[config.mk]
export PLATFORM = sky130hd
export DESIGN_NAME = div_seq_ctrl_flat
export DESIGN_NICKNAME = d
export VERILOG_FILES = /design/src/rtl/div_seq_ctrl_if.sv /design/src/rtl/div_seq_ctrl.sv /design/src/flat_wrapper.sv
export SDC_FILE = /design/constraint.sdc
export NUM_CORES = 1
export LEC_CHECK = 0
export CAP_MARGIN = 20
export CORE_AREA = 2 2 153 155
export DETAILED_ROUTE_END_ITERATION = 12
export DIE_AREA = 0 0 155 157
export MAX_ROUTING_LAYER = met4
export PLACE_DENSITY = 0.55
export SYNTH_ARGS = -nofsm -noshare
export SYNTH_HDL_FRONTEND = slang
export SYNTH_SLANG_ARGS = --single-unit
[constraint.sdc]
create_clock -name clk -period 5.3 [get_ports clk]
set_input_delay 1.59 -clock clk [delete_from_list [all_inputs] [get_ports clk]]
set_output_delay 1.59 -clock clk [all_outputs]
set_load 0.05 [all_outputs]
[src/rtl/div_seq_ctrl_if.sv]
`default_nettype none
// +--------------------------------------------------------------------------+
// | div_seq_ctrl_if : start/busy/done handshake and operand/result bus       |
// | Revision 1.0                                                             |
// +--------------------------------------------------------------------------+
interface div_seq_ctrl_if #(
  parameter int WIDTH = 16
) ();
  logic             start;
  logic [WIDTH-1:0] a;
  logic [WIDTH-1:0] b;
  logic             busy;
  logic             done;
  logic             div_by_zero;
  logic [WIDTH-1:0] q;
  logic [WIDTH-1:0] deci;

  modport master (
    output start, a, b,
    input  busy, done, div_by_zero, q, deci
  );

  modport slave (
    input  start, a, b,
    output busy, done, div_by_zero, q, deci
  );
endinterface
`default_nettype wire

[src/rtl/div_seq_ctrl.sv]
`default_nettype none
// +--------------------------------------------------------------------------+
// | div_seq_ctrl : sequential unsigned divider, quotient + decimal fraction  |
// | Revision 1.0                                                             |
// +--------------------------------------------------------------------------+
module div_seq_ctrl #(
  parameter int WIDTH       = 16,
  parameter int FRAC_DIGITS = 4
) (
  input  logic          clk,
  input  logic          rst_n,
  div_seq_ctrl_if.slave bus
);

  localparam int CNT_W = $clog2(WIDTH);
  localparam int DIG_W = (FRAC_DIGITS > 1) ? $clog2(FRAC_DIGITS) : 1;
  localparam int RW    = WIDTH + 4;

  localparam logic [1:0] S_IDLE = 2'd0;
  localparam logic [1:0] S_QUO  = 2'd1;
  localparam logic [1:0] S_FRAC = 2'd2;
  localparam logic [1:0] S_FIN  = 2'd3;

  logic [1:0]       state_q, state_d;
  logic [WIDTH-1:0] a_q, a_d;
  logic [WIDTH-1:0] b_q, b_d;
  logic [RW-1:0]    rem_q, rem_d;
  logic [CNT_W-1:0] cnt_q, cnt_d;
  logic [1:0]       step_q, step_d;
  logic [DIG_W-1:0] dig_q, dig_d;
  logic [3:0]       digit_q, digit_d;
  logic [WIDTH-1:0] q_q, q_d;
  logic [WIDTH-1:0] deci_q, deci_d;
  logic             dbz_q, dbz_d;
  logic             busy_q, busy_d;
  logic             done_q, done_d;

  logic [WIDTH:0]   quo_shift;
  logic [RW-1:0]    rem_x10;
  logic [RW-1:0]    frac_src;
  logic [1:0]       bit_pos;
  logic [RW-1:0]    sub_lhs;
  logic [RW-1:0]    sub_rhs;
  logic [RW:0]      sub_diff;
  logic             sub_ge;
  logic [RW-1:0]    sub_res;
  logic [3:0]       digit_fin;

  // One subtract/compare unit serves both the quotient and fraction phases.
  always_comb begin
    quo_shift = {rem_q[WIDTH-1:0], a_q[cnt_q]};
    rem_x10   = (rem_q << 3) + (rem_q << 1);
    frac_src  = (step_q == 2'd0) ? rem_x10 : rem_q;
    bit_pos   = 2'd3 - step_q;
    if (state_q == S_QUO) begin
      sub_lhs = RW'(quo_shift);
      sub_rhs = RW'(b_q);
    end else begin
      sub_lhs = frac_src;
      sub_rhs = RW'(b_q) << bit_pos;
    end
    sub_diff  = {1'b0, sub_lhs} - {1'b0, sub_rhs};
    sub_ge    = ~sub_diff[RW];
    sub_res   = sub_ge ? sub_diff[RW-1:0] : sub_lhs;
    digit_fin = digit_q | {3'b000, sub_ge};
  end

  always_comb begin
    state_d = state_q;
    a_d     = a_q;
    b_d     = b_q;
    rem_d   = rem_q;
    cnt_d   = cnt_q;
    step_d  = step_q;
    dig_d   = dig_q;
    digit_d = digit_q;
    q_d     = q_q;
    deci_d  = deci_q;
    dbz_d   = dbz_q;
    busy_d  = (state_q == S_QUO) || (state_q == S_FRAC);
    done_d  = (state_q == S_FIN);

    case (state_q)
      S_IDLE: begin
        if (bus.start) begin
          a_d     = bus.a;
          b_d     = bus.b;
          rem_d   = '0;
          deci_d  = '0;
          dbz_d   = 1'b0;
          cnt_d   = CNT_W'(WIDTH - 1);
          step_d  = 2'd0;
          dig_d   = DIG_W'(FRAC_DIGITS - 1);
          digit_d = 4'd0;
          if (bus.b == '0) begin
            dbz_d   = 1'b1;
            q_d     = '1;
            state_d = S_FIN;
          end else begin
            q_d     = '0;
            state_d = S_QUO;
          end
        end
      end

      S_QUO: begin
        rem_d        = sub_res;
        q_d[cnt_q]   = sub_ge;
        if (cnt_q == '0) begin
          state_d = S_FRAC;
          step_d  = 2'd0;
          dig_d   = DIG_W'(FRAC_DIGITS - 1);
        end else begin
          cnt_d = cnt_q - 1'b1;
        end
      end

      S_FRAC: begin
        // Each digit is a 4-step restoring divide of rem*10 by b, MSB first.
        rem_d            = sub_res;
        digit_d[bit_pos] = sub_ge;
        step_d           = step_q + 2'd1;
        if (step_q == 2'd3) begin
          deci_d  = (deci_q << 3) + (deci_q << 1) + WIDTH'(digit_fin);
          digit_d = 4'd0;
          if (dig_q == '0) begin
            state_d = S_FIN;
          end else begin
            dig_d = dig_q - 1'b1;
          end
        end
      end

      S_FIN: begin
        state_d = S_IDLE;
      end

      default: begin
        state_d = S_IDLE;
      end
    endcase
  end

  always_ff @(posedge clk or negedge rst_n) begin
    if (!rst_n) begin
      state_q <= S_IDLE;
      a_q     <= '0;
      b_q     <= '0;
      rem_q   <= '0;
      cnt_q   <= '0;
      step_q  <= '0;
      dig_q   <= '0;
      digit_q <= '0;
      q_q     <= '0;
      deci_q  <= '0;
      dbz_q   <= 1'b0;
      busy_q  <= 1'b0;
      done_q  <= 1'b0;
    end else begin
      state_q <= state_d;
      a_q     <= a_d;
      b_q     <= b_d;
      rem_q   <= rem_d;
      cnt_q   <= cnt_d;
      step_q  <= step_d;
      dig_q   <= dig_d;
      digit_q <= digit_d;
      q_q     <= q_d;
      deci_q  <= deci_d;
      dbz_q   <= dbz_d;
      busy_q  <= busy_d;
      done_q  <= done_d;
    end
  end

  assign bus.busy        = busy_q;
  assign bus.done        = done_q;
  assign bus.div_by_zero = dbz_q;
  assign bus.q           = q_q;
  assign bus.deci        = deci_q;

endmodule
`default_nettype wire

[src/flat_wrapper.sv]
// flat-port wrapper written by rule: the top's interface ports become plain ports
module div_seq_ctrl_flat 
#(
  parameter int WIDTH       = 16,
  parameter int FRAC_DIGITS = 4
)
  (clk, rst_n, bus_start, bus_a, bus_b, bus_busy, bus_done, bus_div_by_zero, bus_q, bus_deci);
  div_seq_ctrl_if #(.WIDTH(WIDTH)) bus_i ();
  input  logic clk;
  input  logic rst_n;
  input wire logic [$bits(bus_i.start)-1:0] bus_start;
  input wire logic [$bits(bus_i.a)-1:0] bus_a;
  input wire logic [$bits(bus_i.b)-1:0] bus_b;
  output wire logic [$bits(bus_i.busy)-1:0] bus_busy;
  output wire logic [$bits(bus_i.done)-1:0] bus_done;
  output wire logic [$bits(bus_i.div_by_zero)-1:0] bus_div_by_zero;
  output wire logic [$bits(bus_i.q)-1:0] bus_q;
  output wire logic [$bits(bus_i.deci)-1:0] bus_deci;
  assign bus_i.start = bus_start;
  assign bus_i.a = bus_a;
  assign bus_i.b = bus_b;
  assign bus_busy = bus_i.busy;
  assign bus_done = bus_i.done;
  assign bus_div_by_zero = bus_i.div_by_zero;
  assign bus_q = bus_i.q;
  assign bus_deci = bus_i.deci;
  div_seq_ctrl #(.WIDTH(WIDTH), .FRAC_DIGITS(FRAC_DIGITS)) u_core (.clk(clk), .rst_n(rst_n), .bus(bus_i));
endmodule
After elaboration in Yosys (flattened, before gate mapping)
Index checks and enable logic that the tools add are counted.
Word-level totals
  register bits after elaboration: 101
  output and inout bits: 35
Cells by class
  reduce and logical (&&, ||, !) cells: 22
  eq/ne operators: 10
  magnitude comparators: 4
  add/subtract/negate cells: 8
  mux-type cells: 41
  shift operators: 1
  bitwise operators: 2
Operators by type and width (count)
  $mux 20: 5
  $mux 16: 4
  $pmux 16 s2: 2
  $pmux 20 s2: 1
  $mux 2: 11
  $sub 20x20->21: 1
  $add 20x20->20: 1
  $shl 16x2->20: 1
  $add 16x16->16: 1
  $add 16x4->16: 1
  $bwmux 16: 1
  $logic_not 16->1: 1
  $mux 4: 4
  $pmux 4 s2: 2
  $ne 2x2->1 const B: 6
  $pmux 2 s3: 2
  $reduce_and 3->1: 3
  $pmux 2 s4: 1
  $reduce_and 2->1: 4
  $eq 2x2->1 const B: 3
  $logic_not 2->1: 3
  $reduce_bool 2->1: 3
  $lt 4x5->1 const B: 1
  $reduce_and 5->1: 1
  other kinds (21): 25

Depth between registers and ports, before layout
  depth in word-level cells: 9
  mapped depth: 21

Worst setup path before layout
OpenSTA, ideal clock, no wires.
  path type: register -> register
  start point: reg u_core.step_q[0]
  end point: reg u_core.rem_q[6]
  data arrival time: 4.666 ns
  path slack: 0.508 ns
  clock period less this slack: 4.792 ns
  buffers on the path: 4
  stages on the path, launching flop included: 20
  path through: dfrtp_1 -> clkbuf_1 -> clkbuf_1 -> inv_1 -> ha_1 -> buf_4 -> nor2_1 -> a22oi_1 -> ha_1 -> fa_1 -> nor2b_1 -> o31a_1 -> nor2_1 -> o41ai_2 -> a31oi_1 -> nand2b_1 -> o31ai_4 -> a21boi_2 -> buf_2 -> a221o_1
Between the ends
  cells in the longest elaborated chain, start to end: 6
Ends and longest elaborated chain
  from (decl): line div_seq_ctrl.sv:29  | logic [1:0] step_q, step_d;
  from (signal assigned): line div_seq_ctrl.sv:165  | step_q <= step_d;
  $sub 2x2->2 or $logic_not 2->1 (tied branches): line div_seq_ctrl.sv:54, div_seq_ctrl.sv:53
  $shl 16x2->20 or $mux 20 (tied branches): line div_seq_ctrl.sv:60, div_seq_ctrl.sv:53
  $mux 20: line div_seq_ctrl.sv:55  | if (state_q == S_QUO) begin
  $sub 20x20->21: line div_seq_ctrl.sv:62  | sub_diff = {1'b0, sub_lhs} - {1'b0, sub_rhs};
  $mux 20 (*): line div_seq_ctrl.sv:64  | sub_res = sub_ge ? sub_diff[RW-1:0] : sub_lhs;
  $pmux 20 s2 (*): line div_seq_ctrl.sv:83  | case (state_q)
  to (signal assigned): line div_seq_ctrl.sv:163  | rem_q <= rem_d;
  to (decl): line div_seq_ctrl.sv:27  | logic [RW-1:0] rem_q, rem_d;
Mark *: on every way between the ends. The rest lies on a longest branch, timed or not.
A chain may end at the register's enable or synchronous reset.

Worst setup path in the final report
  start point: reg u_core.rem_q[0]
  end point: reg u_core.rem_q[6]
Between the ends
  cells in the longest elaborated chain, start to end: 6
Ends and longest elaborated chain
  $add 20x20->20: line div_seq_ctrl.sv:52  | rem_x10 = (rem_q << 3) + (rem_q << 1);
  $mux 20: line div_seq_ctrl.sv:53  | frac_src = (step_q == 2'd0) ? rem_x10 : rem_q;
  $mux 20 (*): line div_seq_ctrl.sv:55
  $sub 20x20->21: line div_seq_ctrl.sv:62
  $mux 20 (*): line div_seq_ctrl.sv:64
  $pmux 20 s2 (*): line div_seq_ctrl.sv:83
Marks and branches as above.

==> results.sh <==
export IMPL_finalNetCount=1009
export IMPL_post_cts_setup_buffer_count=0
export IMPL_crit_arrival_ps=5090
export IMPL_grt_pass1_vias=6346
export IMPL_tightest_slew_ps=891
export IMPL_vias_per_cell=5.50
export IMPL_hold_class="reg -> reg"
export IMPL_syn_nets=955
export IMPL_max_freq_ghz=0.207
export IMPL_dieHeight_um=157
export IMPL_drive_above_1_share=0.104
export IMPL_r2r_slack_ps=460
export IMPL_synth_edf_count=0
export IMPL_portBuffers=69
export IMPL_postCtsResizedCells=0
export IMPL_ys_ff_latch=101
export IMPL_skew_ps=9.63
export IMPL_crit_buf_inv=2
export IMPL_vias=6514
export IMPL_path_class="reg -> reg"
export IMPL_critical_path_top_delay_family="compound AO/OA/AOI/OAI gates"
export IMPL_wl_per_cell_um=16.5
export IMPL_slew_headroom=0.406
export IMPL_multiInputGateArea_um2=4970
export IMPL_synthArstFlopShare=1.00
export IMPL_path_depth=20
export IMPL_ant_nets=0
export IMPL_cts_buffers=9
export IMPL_coreArea_um2=22500
export IMPL_chipWidth_um=155
export IMPL_path_cells="ha_1 > inv_1 > fa_1 > nor2b_1 > o31a_1 > o31ai_1 > nand3b_1 > a21o_1 > a21oi_1 > xor2_1 > o21ai_0 > ha_1 > a21o_1 > a21o_1 > a211oi_1 > o31ai_4 > a21boi_4 > buf_12 > nor3_1 > a221o_1"
export IMPL_gp_congestion=0.797
export IMPL_drv_cap=0
export IMPL_synth_main_ff_cell="dfrtp_1"
export IMPL_ys_seq_area_frac=0.325
export IMPL_hold_end="u_core.digit_q[0]"
export IMPL_fp_row_count=55
export IMPL_syn_inst=841
export IMPL_worst_slack_ps=462
export IMPL_die_area_um2=24300
export IMPL_antenna_cells=0
export IMPL_cts_sinks=101
export IMPL_htreeDepth=3
export IMPL_maxSlewViolCount=0
export IMPL_ios=70
export IMPL_timing_rr_end="u_core.rem_q[6]"
export IMPL_wirelength_mm=19.5
export IMPL_cp_required_ps=5550
export IMPL_post_route_period_util=0.913
export IMPL_dp_hpwl_mm=14.7
export IMPL_drc=0
export IMPL_pre_cts_ws_ps=344
export IMPL_cp_start_kind="register"
export IMPL_syn_to_final_growth_pct=17.1
export IMPL_ctsLongestPathBuffers=2
export IMPL_cts_tree="done"
export IMPL_grt_max_degree=65
export IMPL_hold_buffers=0
export IMPL_critical_path_most_common_cell="a21o_1"
export IMPL_hold_start="u_core.digit_q[0]"
export IMPL_ys_top_cells_by_area="dfrtp_1, ha_1, mux2_2, a21oi_1, mux2i_1"
export IMPL_cp_max_fo=28
export IMPL_critical_path_slowest_cell="dfrtp_1"
export IMPL_synth_top_cell_by_area="dfrtp_1"
export IMPL_finalSetupViolCount=0
export IMPL_netlist_area_leader_share=0.325
export IMPL_regArea_um2=2530
export IMPL_hold_depth=1
export IMPL_overflow=0
export IMPL_clk_latency_ps=360
export IMPL_slowest_delay_ps=450
export IMPL_fillers=2268
export IMPL_hold_viol=0
export IMPL_path_clk_slew_ps=80
export IMPL_grt_pass1_wl_mm=32.9
export IMPL_drt_iter0_drc=398
export IMPL_fin_crit_ps=4840
export IMPL_rsz0062_at_grt="no"
export IMPL_end_kind="register"
export IMPL_antenna_found_initial=0
export IMPL_ys_warn_count=0
export IMPL_rr_startpoint="u_core.rem_q[0]"
export IMPL_outcome="complete, no violations"
export IMPL_initial_core_util=0.346
export IMPL_drtPass1Iterations=5
export IMPL_setup_tns_ps=0
export IMPL_postSynthAreaPerCell_um2=9.26
export IMPL_syn_area_um2=7780
export IMPL_grt_use_total=0.171
export IMPL_clockRootBuffer="clkbuf_16"
export IMPL_reg2regPathDepth=20
export IMPL_yosysUniqueCellTypes=71
==> cells in the final DEF (no fill, tap or decap), drive strengths merged, types with 3 or more instances in the layout <==
cell / n
a21boi: 6
inv: 34
nand2b: 9
nand3: 24
nor4: 5
a31oi: 20
mux2: 37
o31a: 3
clkbuf: 9
a211o: 3
a22o: 18
o211ai: 3
o311ai: 7
ha: 75
nor3: 15
a41oi: 3
or3: 4
xor2: 15
clkdlybuf4s50: 68
and2: 6
a21o: 20
mux2i: 25
a211oi: 10
buf: 21
nand2: 59
a21oi: 62
or2: 5
nor2b: 14
a22oi: 4
dfrtp: 101
nor2: 58
fa: 4
o31ai: 6
o22ai: 3
xnor2: 24
o21a: 5
o21ai: 71
and3: 5
mux4: 9
==> cells in the mapped netlist (7+ instances only) <==
cell type,count
dfrtp_1,101
o21ai_0,48
mux2i_1,25
nor2b_1,14
nor2_1,58
nand2_1,59
a211oi_1,10
nand2b_1,9
a22o_1,18
inv_1,28
o21ai_1,22
a21oi_1,62
nand3_1,24
xor2_1,15
a21o_1,20
ha_1,75
a31oi_1,20
xnor2_1,24
mux4_2,9
clkbuf_1,35
nor3_1,15
o311ai_1,7
mux2_2,37
==> routing by layer <==
metal	up-vias	GRT usage	part of all wire
met1	3143	0.237	0.51
met4	0	0.0357	0.0097
met2	119	0.269	0.45
met5	-	-	0
met3	16	0.0226	0.027
li1	3236	-	-
==> per-stage QoR <==
step | util | area [um^2] | hold slack [ps] | instances
6_report | 0.405 | 9110 | 488 | 1185
5_1_grt | 0.405 | 9110 | 523 | 1185
4_1_cts | 0.405 | 9110 | 496 | 1185
3_5_place_dp | 0.392 | 8810 | 471 | 1169
3_3_place_gp | 0.392 | 8810 | 471 | 1169
2_1_floorplan | - | 7780 | 444 | 841
==> logic make-up (layout without fill, tap and decap cells) <==
group | after synthesis | count (layout) | share of synthesized area
AOI/OAI and AO/OA | 262 | 262 | 0.220
and+or+nand+nor | 214 | 214 | 0.131
DFF | 101 | 101 | 0.325
adders and majority gates | 79 | 79 | 0.131
buffers and inverters | 75 | 134 | 0.0379
muxes | 71 | 71 | 0.112
xor gates and xnor gates | 39 | 39 | 0.0439
==> state kept, by name, summed over array words and instances (netlist names) <==
name,flops
u_core.a_q,16
u_core.rem_q,20
u_core.bus.deci,16
u_core.b_q,16
u_core.bus.q,16
u_core.step_q,2
u_core.dig_q,2
u_core.bus.done,1
u_core.bus.busy,1
u_core.state_q,2
u_core.bus.div_by_zero,1
u_core.digit_q,4
u_core.cnt_q,4
==> worst max-delay path by stage <==
stage	slack (ps)	startpoint	to
2_1_floorplan	510	u_core.step_q[0]	u_core.rem_q[6]
3_3_place_gp	440	u_core.rem_q[0]	u_core.bus.q[13]
3_5_place_dp	340	u_core.rem_q[0]	u_core.bus.q[12]
4_1_cts	310	u_core.rem_q[0]	u_core.bus.q[12]
5_1_grt	120	u_core.rem_q[2]	u_core.rem_q[6]
6_report	460	u_core.rem_q[0]	u_core.rem_q[6]
==> final cells by class <==
type / instances / area share
Multi-Input combinational cell: 665 / 0.545
Sequential cell: 101 / 0.277
Timing Repair Buffer: 89 / 0.0934
Tap cell: 285 / 0.0391
Clock buffer: 9 / 0.0247
Inverter: 29 / 0.0119
Clock inverter: 7 / 0.00810
Power is not shown: default switching activity piles up to over one toggle a cycle in this logic, so the estimate is an artifact.
